<file path="config.mk">
export PLATFORM = sky130hd
export DESIGN_NAME = shift_deser
export DESIGN_NICKNAME = d
export VERILOG_FILES = /design/src/rtl/shift_pkg.sv /design/src/rtl/shift_deser.sv
export SDC_FILE = /design/constraint.sdc
export NUM_CORES = 1
export LEC_CHECK = 0
export BUFFER_PORTS_ARGS = -buffer_cell sky130_fd_sc_hd__buf_2
export CORE_ASPECT_RATIO = 0.7
export CORE_MARGIN = 1
export CORE_UTILIZATION = 47
export CTS_CLUSTER_DIAMETER = 80
export DETAILED_ROUTE_END_ITERATION = 8
export PLACE_DENSITY_LB_ADDON = 0.2
export SYNTH_ARGS = -nofsm -noshare
export SYNTH_HDL_FRONTEND = slang
export SYNTH_SLANG_ARGS = --single-unit
</file>
<file path="constraint.sdc">
create_clock -name clk -period 1.7 [get_ports clk]
set_input_delay 0.17 -clock clk [delete_from_list [all_inputs] [get_ports clk]]
set_output_delay 0.17 -clock clk [all_outputs]
set_load 0.02 [all_outputs]
</file>
<file path="src/rtl/shift_pkg.sv">
// Shared types and helpers for the serial deserializer family.
package shift_pkg;

  // Bit order of a word on the serial line.
  typedef enum logic {
    MODE_MSB_FIRST = 1'b0,
    MODE_LSB_FIRST = 1'b1
  } bit_order_e;

  // Bit-counter width for a W-bit word (at least 1 bit).
  function automatic int unsigned cnt_w(input int unsigned w);
    return (w < 2) ? 1 : $clog2(w);
  endfunction

endpackage

</file>
<file path="src/rtl/shift_deser.sv">
// Serial-to-parallel deserializer with runtime bit order and a 1-entry
// valid/ready holding register.
//   clk, reset_n         : clock, async active-low reset
//   bit_in, shift        : serial bit and its qualifier
//   sync                 : word-boundary marker, aborts a partial word
//   lsb_first            : bit order, latched on the first bit of each word
//   word_out, word_valid : holding register and its occupancy flag
//   word_ready           : consumer accept
//   overrun, ovr_clr     : sticky dropped-word flag and its clear
//   bit_cnt              : bits accepted in the current partial word
module shift_deser
  import shift_pkg::*;
#(
  parameter  int unsigned W  = 8,
  localparam int unsigned CW = cnt_w(W)
) (
  input  logic          clk,
  input  logic          reset_n,
  input  logic          bit_in,
  input  logic          shift,
  input  logic          sync,
  input  logic          lsb_first,
  output logic [W-1:0]  word_out,
  output logic          word_valid,
  input  logic          word_ready,
  output logic          overrun,
  input  logic          ovr_clr,
  output logic [CW-1:0] bit_cnt
);

  localparam logic [CW-1:0] LAST = CW'(W - 1);

  logic [W-1:0]  sr;
  logic [W-1:0]  sr_next_c;
  bit_order_e    mode_q;
  bit_order_e    mode_eff_c;
  logic [CW-1:0] ec_c;
  logic          complete_c;
  logic          hold_free_c;

  // Effective count, bit order for this shift, and completion/acceptance.
  always_comb begin
    ec_c        = sync ? '0 : bit_cnt;
    mode_eff_c  = (ec_c == '0) ? bit_order_e'(lsb_first) : mode_q;
    sr_next_c   = sr;
    if (shift) begin
      if (mode_eff_c == MODE_LSB_FIRST) sr_next_c = {bit_in, sr[W-1:1]};
      else                              sr_next_c = {sr[W-2:0], bit_in};
    end
    complete_c  = shift && (ec_c == LAST);
    hold_free_c = !word_valid || word_ready;
  end

  // Shift register, bit counter and latched bit order.
  always_ff @(posedge clk or negedge reset_n) begin
    if (!reset_n) begin
      sr      <= '0;
      bit_cnt <= '0;
      mode_q  <= MODE_MSB_FIRST;
    end else if (shift) begin
      sr      <= sr_next_c;
      bit_cnt <= (ec_c == LAST) ? '0 : ec_c + CW'(1);
      if (ec_c == '0) mode_q <= mode_eff_c;
    end else if (sync) begin
      bit_cnt <= '0;
    end
  end

  // Holding register: load on completion when free, else drop and flag.
  always_ff @(posedge clk or negedge reset_n) begin
    if (!reset_n) begin
      word_out   <= '0;
      word_valid <= 1'b0;
      overrun    <= 1'b0;
    end else begin
      if (complete_c && hold_free_c) begin
        word_out   <= sr_next_c;
        word_valid <= 1'b1;
      end else if (word_valid && word_ready) begin
        word_valid <= 1'b0;
      end
      // Set wins over clear in the same cycle.
      if (complete_c && !hold_free_c) overrun <= 1'b1;
      else if (ovr_clr)               overrun <= 1'b0;
    end
  end

endmodule

</file>
======== Word level (Yosys, flattened, before mapping) ========
Index checks and enable logic that the tools add are counted.
Widths: inputs -> output; s select.
word-level totals
  latch bits .............................. 0
  memories ................................ 0
  logic and storage cells ................. 29
  RAM bits ................................ 0
  memory bits (read-only) ................. 0
  bits in registers ....................... 22
  input bits .............................. 8
operators by class
  bitwise gates (word level) .............. 0
  reduce and logical (&&, ||, !) cells .... 11
  add/subtract/negate cells ............... 1
  order comparisons ....................... 0
  mux-type cells .......................... 10
  div/mod/pow operators ................... 0
  $mul .................................... 0
  shift operators ......................... 0
  eq/ne operators ......................... 1
operators by type and width
  operator             count
  $mux 8               2
  $mux 3               3
  $mux 1               5
  $logic_and 1x1->1    4
  $reduce_bool 2->1    2
  $add 3x1->3 const B  1
  $eq 3x3->1 const B   1
  $logic_not 3->1      1
  $logic_not 1->1      2
  $reduce_and 2->1     1
  $logic_or 1x1->1     1

======== Longest topological paths before layout ========
Gate-level depths: netlist of run 1.
  depth in word-level cells ............... 5
  gate-level depth with buffers ........... 9
  depth with buffers taken out ............ 7

======== Worst setup path after synthesis of run 1 ========
OpenSTA, ideal clock, no wires.
  kind .................................... register to register
  start point ............................. register bit_cnt[0]
  end point ............................... register word_out[5]
  setup slack ............................. -92 ps
  cell stages (with the launch flop) ...... 10
  data arrival time ....................... 1710 ps
  setup time .............................. 82 ps
  cells stage by stage .................... dfrtp_1 or2b_2 nor2_1 ha_1 nand2_1 nor2b_1 clkbuf_2 clkbuf_8 nor2_1 a31oi_1
between the ends
  cells in the longest elaborated chain, start to end .. 5
RTL lines
  what                    RTL line           text
  start, declared         shift_deser.sv:28  output logic [CW-1:0] bit_cnt
  start signal, assigned  shift_deser.sv:62  bit_cnt <= (ec_c == LAST) ? '0 : ec_c + CW'(1);
  $mux 3 (*)              n/a
  $logic_not 3->1         shift_deser.sv:44  mode_eff_c = (ec_c == '0) ? bit_order_e'(lsb_first) : mode_q;
  $mux 1                  shift_deser.sv:44
  $mux 8                  shift_deser.sv:47  if (mode_eff_c == MODE_LSB_FIRST) sr_next_c = {bit_in, sr[W-1:1]};
  $mux 8                  shift_deser.sv:46  if (shift) begin
  end signal, assigned    shift_deser.sv:77  word_out <= sr_next_c;
  end, declared           shift_deser.sv:23  output logic [W-1:0] word_out,
Mark *: on every way between the ends. The rest lies on a longest branch, timed or not.
A chain may end at the register's enable or synchronous reset.

======== Final worst setup path of run 1 ========
  start point ............................. register bit_cnt[0]
  end point ............................... register word_out[4]
The elaborated chain is that of the path after synthesis.

==> flow_summary.yaml, run 1 <==
final_layout:
  fin_nets: 132
  drive_above_1_share_pct: 32.8
  stdcell_count: 152
  fillerInstances: 175
  n_antenna_cell: 0
  areaGrowthSynthToFinish_pct: 17.2
sta:
  setup_viol: 0
  period_needed_ps: 1590
  hold_violations: 0
  relSlewSlack_pct: 65.7
  setup_tns_ps: 0
  final_max_slew_viol_count: 0
  period_share_pct: 93.3
  finClkSkew_ps: 8.78
  fmax_ghz: 0.631
  worst_pin_slew_ps: 513
worst_setup_path:
  rr_startpoint: "bit_cnt[0]"
  setup.worst_path.start_class: "register"
  critPathRequiredTime_ps: 1920
  critPathTopFamily: "simple AND/OR/NAND/NOR gates"
  path_buf_inv: 1
  r2r_setup_slack_ps: 110
  rr_worst_depth: 5
  worstPathCellList: "buf_4, nor3_4, nor3b_4, o21ai_0, a31oi_1"
  critical_path.max_stage_delay_ps: 460
  cp-endpoint: "word_out[4]"
  path_depth: 5
  worst_path_max_delay_cell: "nor3b_4"
  crit_fanout: 16
  crit_path_start: "bit_cnt[0]"
  critPathCaptureType: "register"
  worstPathArrival_ps: 1810
  r2r-end: "word_out[4]"
  worstSetupPathType: "reg2reg"
drt:
  vias_per_cell: 5.42
  via_count: 824
  ant_nets: 0
  firstDrtPassIters: 4
  wl_per_cell_um: 13.3
  drt_iter0_drc: 67
  wl_um: 2020
  drc: 0
synthesis:
  synthTopCellsByArea: "dfrtp_1 (53%), a31oi_1 (9.6%), nor2_1 (6.5%), nand3b_1 (5.8%), o21ai_0 (3.4%)"
  yosysSeqAreaShare_pct: 52.9
  synth_flop_cell: "dfrtp_1"
  yosysWarnings: 0
  synth_top_area_share_pct: 52.9
  yosys.cell_count.top_type: "dfrtp_1"
  synth.net_count: 106
  synth_largest_area_cell: "dfrtp_1"
  synth-edff-count: 0
  netlist_top_cells_count: "dfrtp_1 (22), nor2_1 (18), a31oi_1 (16)"
  netlist_instances: 97
  avgSynthCellArea_sq_um: 10.7
  synth_cell_types: 22
  async_flop_share_pct: 100
  ys_seq_elements: 22
  synthesis.area_sq_um: 1040
grt:
  grt_max_degree: 23
  antenna_found_initial: 0
  gr-total-overflow: 0
  grt_pass1_wl_um: 3240
  first_global_vias: 692
  grt.total_usage_pct: 18.9
power:
  p_leak_nw: 0.573
  power.share.clock_pct: 23.3
  power.density_nw_per_um2: 1000
  pwr-share-comb_pct: 23.8
  swShare_pct: 30.6
  switchingPower_uw: 375
  ir_worst_vdd_mv: 0.716
  seqPwrFrac_pct: 52.9
  power.internal_uw: 848
floorplan:
  die_w_um: 58.2
  rows: 13
  design.die.area_sq_um: 2410
  core_sq_um: 1970
  initial_core_util_pct: 52.8
  die_y_um: 41.4
  boundaryPins: 21
clock_tree:
  clock_latency_ps: 310
  clk_pin_slew_ps: 120
  cts_buffers: 3
  htree_levels: 1
  clockBufferDepth: 2
  cts_sinks: 22
  cts-root-buf: "clkbuf_4"
  cts_tree: "done"
placed_design:
  dp.final_hpwl_um: 1370
  numPlacedInstances: 145
  io_buffers: 20
  gp_congestion: 0.876
outcome:
  status: "complete, no violations"
min_path:
  hold_class: "in2reg"
job:
  maxCapViolations: 0
layout make-up:
type                       instances  area (sq um)  area share [%]
clock buffer                       4          36.3            2.98
timing repair buffer              26           151            12.4
sequential                        22           552            45.3
inverter                           2          7.51           0.616
tap                               30          37.5            3.08
multi-input combinational         68           434            35.6
what timing repair did:
action / CTS / global route
resized for setup: 0 / 4
endpoints found under the setup margin: 0 / 8
endpoints found under the hold margin: 22 / 0
hold buffers: 1 / 0
buffers inserted: 0 / 1
layout by cell type (no fill, tap or decap):
cell type      count
a31oi_1           16
buf_2             20
buf_4              3
buf_6              1
clkbuf_4           4
clkbuf_8           1
dfrtp_1           21
dfrtp_2            1
dlygate4sd3_1      1
ha_1               1
inv_1              2
mux2_2             2
nand2_1            3
nand2b_1           1
nand3b_1           8
nor2_1            17
nor2_2             1
nor2b_1            1
nor2b_2            1
nor3_4             1
nor3b_4            1
o21a_2             1
o21ai_0            7
o21ai_1            1
o21ai_2            2
o22ai_1            1
or2b_4             1
xnor2_1            2
state kept, by name, summed over array words and instances (netlist names):
signal / flops
bit_cnt: 3
mode_q: 1
overrun: 1
sr: 8
word_out: 8
word_valid: 1
cell families after synthesis:
family / synth area share, %
compound gates: 16.6
xor+xnor: 1.69
fa+ha+maj: 1.20
buf+inv: 6.02
flops: 52.9
mux: 2.17
simple gates: 19.4
worst min-delay path by stage:
stage / from / end / slack, ps / cells after the start
after floorplan: reset_n / bit_cnt[0] / -130 / 0
after global placement: reset_n / overrun / 150 / 1
after detailed placement: reset_n / overrun / 160 / 1
after CTS: ovr_clr / overrun / 30 / 2
after global routing: ovr_clr / overrun / 20 / 2
final: ovr_clr / overrun / 30 / 2
power groups by stage:
stage          clock [mW]  combinational, mW  sequential, mW
2_1_floorplan           0              0.190           0.671
3_5_place_dp            0              0.277           0.659
4_1_cts             0.293              0.280           0.648
3_3_place_gp            0              0.275           0.656
5_1_grt             0.314              0.325           0.654
6_report            0.285              0.290           0.647
stage by stage:
| step | worst slack, ps | hold slack [ps] | cell area [sq um] | util, % | power [mW] |
|---|---|---|---|---|---|
| final | 114 | 33.0 | 1220 | 61.9 | 1.22 |
| after global routing | -5.61 | 15.9 | 1220 | 61.9 | 1.29 |
| after CTS | 47.2 | 30.5 | 1190 | 60.7 | 1.22 |
| after detailed placement | 73.5 | 157 | 1150 | 58.4 | 0.936 |
| after global placement | 101 | 155 | 1150 | 58.4 | 0.930 |
| after floorplan | 19.7 | -126 | 1040 | - | 0.860 |
routing by layer:
layer	wire length, um	track usage [%]	vias up	share of wire [%]
met4	10	1.79	0	0.50
met5	0	0	-	0
met2	884	29.3	35	44
li1	-	-	400	-
met1	990	26.7	387	49
met3	133	6.48	2	6.6
(Power assumes the default switching activity.)
==> run 2: changes to the inputs <==
--- a/config.mk
+++ b/config.mk
@@ -5,13 +5,15 @@
 export SDC_FILE = /design/constraint.sdc
 export NUM_CORES = 1
 export LEC_CHECK = 0
+export ABC_AREA = 1
 export BUFFER_PORTS_ARGS = -buffer_cell sky130_fd_sc_hd__buf_2
 export CORE_ASPECT_RATIO = 0.7
 export CORE_MARGIN = 1
-export CORE_UTILIZATION = 47
+export CORE_UTILIZATION = 48
 export CTS_CLUSTER_DIAMETER = 80
 export DETAILED_ROUTE_END_ITERATION = 8
 export PLACE_DENSITY_LB_ADDON = 0.2
+export SLEW_MARGIN = 5
 export SYNTH_ARGS = -nofsm -noshare
 export SYNTH_HDL_FRONTEND = slang
 export SYNTH_SLANG_ARGS = --single-unit
==> run 2 against run 1 <==
Global-route usage rose by 0.73 points. Critical path depth grew 3. Largest power group unchanged. Via count increased by 11%. Cell count up 16%. Highest routed layer unchanged.
==> flow_summary.yaml, run 2 <==
grt:
  grt_max_degree: 23
  gr-total-overflow: 0
  grt.total_usage_pct: 19.6
  antenna_found_initial: 0
  grt_pass1_wl_um: 3590
  first_global_vias: 838
final_layout:
  largestRegisters: "sr: 8 flops, word_out: 8 flops, bit_cnt: 3 flops"
  n_antenna_cell: 0
  finish.utilization_pct: 63.8
  layout_commonest_cell: "nand3_1"
  mostFrequentLayoutCells: "nand3_1 (32), dfrtp_1 (22), buf_2 (20)"
  drive_above_1_share_pct: 30.1
  areaGrowthSynthToFinish_pct: 16.9
  fillerInstances: 179
  fin_nets: 156
clock_tree:
  cts_sinks: 22
  htree_levels: 1
  cts-root-buf: "clkbuf_4"
  clk_pin_slew_ps: 120
  cts_buffers: 3
  cts_tree: "done"
  clockBufferDepth: 2
  cts_resized: 0
  cts_setup_buffers: 0
  postCtsHoldBufs: 1
  clock_latency_ps: 310
synthesis:
  async_flop_share_pct: 100
  yosys.cell_count.top_type: "nand3_1"
  yosysSeqAreaShare_pct: 50.8
  synth_top_area_share_pct: 50.8
  synth_largest_area_cell: "dfrtp_1"
  synthTopCellsByArea: "dfrtp_1 (51%), nand3_1 (15%), nand2_1 (6.6%), and2_1 (4.6%), or2_2 (4.6%)"
  avgSynthCellArea_sq_um: 8.88
  yosysWarnings: 0
  netlist_top_cells_count: "nand3_1 (32), dfrtp_1 (22), nand2_1 (19)"
  synth_flop_cell: "dfrtp_1"
  synthesis.area_sq_um: 1080
  synth.net_count: 131
  synth-edff-count: 0
  netlist_instances: 122
  synth_cell_types: 21
  ys_seq_elements: 22
min_path:
  hold_depth: 2
  holdPathEnd: "overrun"
  hp-start: "ovr_clr"
  hold_class: "in2reg"
sta:
  final_max_slew_viol_count: 0
  fmax_ghz: 0.688
  setup_viol: 0
  worst_pin_slew_ps: 465
  hold_violations: 0
  finClkSkew_ps: 4.95
  relSlewSlack_pct: 69.0
  period_share_pct: 85.5
  period_needed_ps: 1450
  rsz0062_at_grt: "false"
  setup_tns_ps: 0
floorplan:
  die_w_um: 58.8
  design.die.area_sq_um: 2450
  boundaryPins: 21
  rows: 13
  die_y_um: 41.8
  initial_core_util_pct: 54.6
  core_sq_um: 1980
worst_setup_path:
  critPathCaptureType: "register"
  critical_path.max_stage_delay_ps: 430
  r2r_setup_slack_ps: 250
  r2r-end: "word_out[2]"
  worstPathCellList: "nand2_2, nor2_1, ha_1, nand2_1, nor2_2, inv_1, nand2_1, nand2_1"
  rr_worst_depth: 8
  worst_path_max_delay_cell: "dfrtp_1"
  worstSetupPathType: "reg2reg"
  rr_startpoint: "bit_cnt[0]"
  worstPathArrival_ps: 1660
  path_buf_inv: 1
  critPathMostFrequentCell: "nand2_1"
  crit_fanout: 8
  critPathRequiredTime_ps: 1910
  setup.worst_path.start_class: "register"
  path_depth: 8
  critPathTopFamily: "simple AND/OR/NAND/NOR gates"
power:
  ir_worst_vdd_mv: 0.619
  power.density_nw_per_um2: 925
  p_leak_nw: 0.671
drt:
  via_count: 914
  vias_per_cell: 5.19
  drt_iter0_drc: 35
  firstDrtPassIters: 4
  drc: 0
  wl_per_cell_um: 12.0
  wl_um: 2120
  ant_nets: 0
placed_design:
  dp.final_hpwl_um: 1540
  io_buffers: 20
  gp_congestion: 0.827
job:
  maxCapViolations: 0
outcome:
  status: "complete, no violations"
-- run 2: cell types whose count changed in the layout (fill, tap and decap cells not counted), moves of 4 or more --
cell      previous run  this run
or2_2                0         8
nand2_1              3        19
nand3_1              0        32
nand2_2              0         4
and2_1               0         8
nand3b_1             8         0
o21ai_0              7         3
nor2_1              17         5
a31oi_1             16         0
inv_1                2         8
-- run 2: area by class of cell --
type / instances / area [sq um] / area share (%)
Sequential cell: 22 / 551 / 43.5
Multi-Input combinational cell: 89 / 490 / 38.7
Timing Repair Buffer: 22 / 118 / 9.29
Tap cell: 30 / 37.5 / 2.96
Clock buffer: 4 / 36.3 / 2.87
Inverter: 9 / 33.8 / 2.67
-- run 2: worst max-delay path by stage --
stage | from | end
2_1_floorplan | bit_cnt[0] | word_out[0]
6_report | bit_cnt[0] | word_out[2]
4_1_cts | bit_cnt[0] | word_out[2]
3_3_place_gp | bit_cnt[0] | word_out[7]
5_1_grt | bit_cnt[0] | word_out[2]
3_5_place_dp | sync | word_out[2]
-- run 2: power breakdown --
part	internal [mW]	switching (mW)
Combinational	0.110	0.140
Clock	0.131	0.158
Sequential	0.583	0.0484
Total	0.824	0.347
-- run 2: cell families (layout without fill, tap and decap cells) --
logic type / count (synthesis) / count (layout) / share of synthesized area (%)
flip-flops: 22 / 22 / 50.8
multiplexers: 1 / 1 / 0.924
adder cells (fa/ha/maj): 1 / 1 / 1.15
AO/OA/AOI/OAI: 6 / 6 / 3.46
buffers and inverters: 11 / 35 / 3.93
AND/OR/NAND/NOR: 81 / 81 / 39.7
-- run 2: metrics by stage --
stage / power (mW) / setup slack, ps / std cells / hold WS [ps] / instance area (sq um)
after CTS: 1.18 / 233 / 176 / 31.7 / 1270
after global routing: 1.23 / 82.2 / 176 / 35.3 / 1270
after global placement: 0.879 / 307 / 171 / 158 / 1220
final: 1.17 / 246 / 176 / 27.6 / 1270
after detailed placement: 0.885 / 254 / 171 / 157 / 1220
after floorplan: 0.818 / 117 / 122 / -126 / 1080
-- run 2: metal layers --
metal / track usage, % / routed length (um) / share of wire (%)
met5: 0 / 0 / 0
met4: 4.29 / 13 / 0.61
met3: 6.54 / 118 / 5.6
met1: 26.3 / 1040 / 49
met2: 30.7 / 949 / 45
-- run 2: worst reg2reg max path, stage by stage (launching register included) --
cell	delay, ps
dfrtp_1	430
nand2_2	110
nor2_1	120
ha_1	150
nand2_1	90
nor2_2	170
inv_1	140
nand2_1	90
nand2_1	60
==> run 3: changes to the inputs <==
--- a/config.mk
+++ b/config.mk
@@ -13,6 +13,7 @@
 export CTS_CLUSTER_DIAMETER = 80
 export DETAILED_ROUTE_END_ITERATION = 8
 export PLACE_DENSITY_LB_ADDON = 0.2
+export RECOVER_POWER = 25
 export SLEW_MARGIN = 5
 export SYNTH_ARGS = -nofsm -noshare
 export SYNTH_HDL_FRONTEND = slang
==> run 3 against run 2 <==
Setup slack stayed put. Power hardly changed. Critical path depth stayed put. Core utilization is 0.063 points lower. Critical path type unchanged. Sequential share of layout area hardly changed. Wire length hardly changed. Largest cell class unchanged. Worst hold slack stayed put. Design area hardly changed. Clock skew stayed put.
==> flow_summary.yaml, run 3 (synthesis results as in run 2) <==
floorplan:
  die_y_um: 41.8
  initial_core_util_pct: 54.6
  boundaryPins: 21
  die_w_um: 58.8
  rows: 13
  design.die.area_sq_um: 2450
  core_sq_um: 1980
worst_setup_path:
  rr_worst_depth: 8
  setup.worst_path.start_class: "register"
  rr_startpoint: "bit_cnt[0]"
  worst_path_max_delay_cell: "dfrtp_1"
  crit_fanout: 8
  critPathMostFrequentCell: "nand2_1"
  path_buf_inv: 1
  worstPathArrival_ps: 1660
  r2r_setup_slack_ps: 250
  critPathCaptureType: "register"
  critPathRequiredTime_ps: 1910
  worstSetupPathType: "reg2reg"
  worstPathCellList: "nand2_2, nor2_1, ha_1, nand2_1, nor2_2, inv_1, nand2_1, nand2_1"
  critPathTopFamily: "simple AND/OR/NAND/NOR gates"
  r2r-end: "word_out[2]"
  critical_path.max_stage_delay_ps: 430
final_layout:
  layout_commonest_cell: "nand3_1"
  n_antenna_cell: 0
  final_area_sq_um: 1260
  fin_nets: 156
  drive_above_1_share_pct: 29.5
  areaGrowthSynthToFinish_pct: 16.7
  fillerInstances: 177
  mostFrequentLayoutCells: "nand3_1 (32), dfrtp_1 (22), nand2_1 (19), buf_2 (19)"
  finish.utilization_pct: 63.7
  largestRegisters: "sr: 8 flops, word_out: 8 flops, bit_cnt: 3 flops"
grt:
  grt_max_degree: 23
  grt.total_usage_pct: 19.6
  first_global_vias: 838
  grt_pass1_wl_um: 3590
  gr-total-overflow: 0
  antenna_found_initial: 0
min_path:
  holdPathEnd: "overrun"
  hp-start: "ovr_clr"
  hold_depth: 2
  hold_class: "in2reg"
sta:
  fmax_ghz: 0.688
  final_max_slew_viol_count: 0
  setup_tns_ps: 0
  hold_violations: 0
  period_share_pct: 85.5
  worst_pin_slew_ps: 1110
  period_needed_ps: 1450
  relSlewSlack_pct: 25.7
  finClkSkew_ps: 4.95
  setup_viol: 0
  rsz0062_at_grt: "false"
  worst_slack_ps: 246
drt:
  drc: 0
  wl_per_cell_um: 12.0
  via_count: 914
  wl_um: 2120
  vias_per_cell: 5.19
  ant_nets: 0
  firstDrtPassIters: 4
  drt_iter0_drc: 35
clock_tree:
  cts_resized: 0
  cts_sinks: 22
  cts_tree: "done"
  cts-root-buf: "clkbuf_4"
  clockBufferDepth: 2
  clk_pin_slew_ps: 120
  htree_levels: 1
  clock_latency_ps: 310
  postCtsHoldBufs: 1
  cts_setup_buffers: 0
  cts_buffers: 3
outcome:
  status: "complete, no violations"
power:
  power.density_nw_per_um2: 925
  ir_worst_vdd_mv: 0.619
  p_leak_nw: 0.668
  totalPowerFinal_mw: 1.17
placed_design:
  place_ws_ps: 254
  io_buffers: 20
  gp_congestion: 0.827
  dp.final_hpwl_um: 1540
  dpl_cell_area_sq_um: 1220
job:
  maxCapViolations: 0
-- run 3: worst max path at each step --
stage / from / end / slack, ps / depth (start not counted)
floorplan: bit_cnt[0] / word_out[0] / 120 / 8
global placement: bit_cnt[0] / word_out[7] / 310 / 8
detailed placement: sync / word_out[2] / 250 / 10
CTS: bit_cnt[0] / word_out[2] / 230 / 8
global route: bit_cnt[0] / word_out[2] / 80 / 8
finish: bit_cnt[0] / word_out[2] / 250 / 8
-- run 3: cell type report --
class                   instances  area (sq um)  area share, %
clock buffers                   4          36.3           2.87
multi-input cells              89           490           38.8
repair buffers                 22           116           9.20
flip-flops and latches         22           551           43.5
well taps                      30          37.5           2.97
inverters                       9          33.8           2.67
-- run 3: metrics by stage --
stage / hold WS [ps] / std cells
floorplan: -126 / 122
CTS: 31.7 / 176
finish: 27.6 / 176
detailed placement: 157 / 171
global route: 35.3 / 176
global placement: 158 / 171
-- run 3: metal layers --
layer  up-vias  GRT usage, %  wire length [um]
met5         -             0                 0
met4         0          4.29                13
met3         2          6.54               118
met2        28          30.7               949
met1       429          26.3              1030
li1        455             -                 -
-- run 3: report_power, final --
part / switching [mW] / internal, mW
Clock: 0.158 / 0.131
Combinational: 0.140 / 0.110
Sequential: 0.0484 / 0.583
Total: 0.347 / 0.824
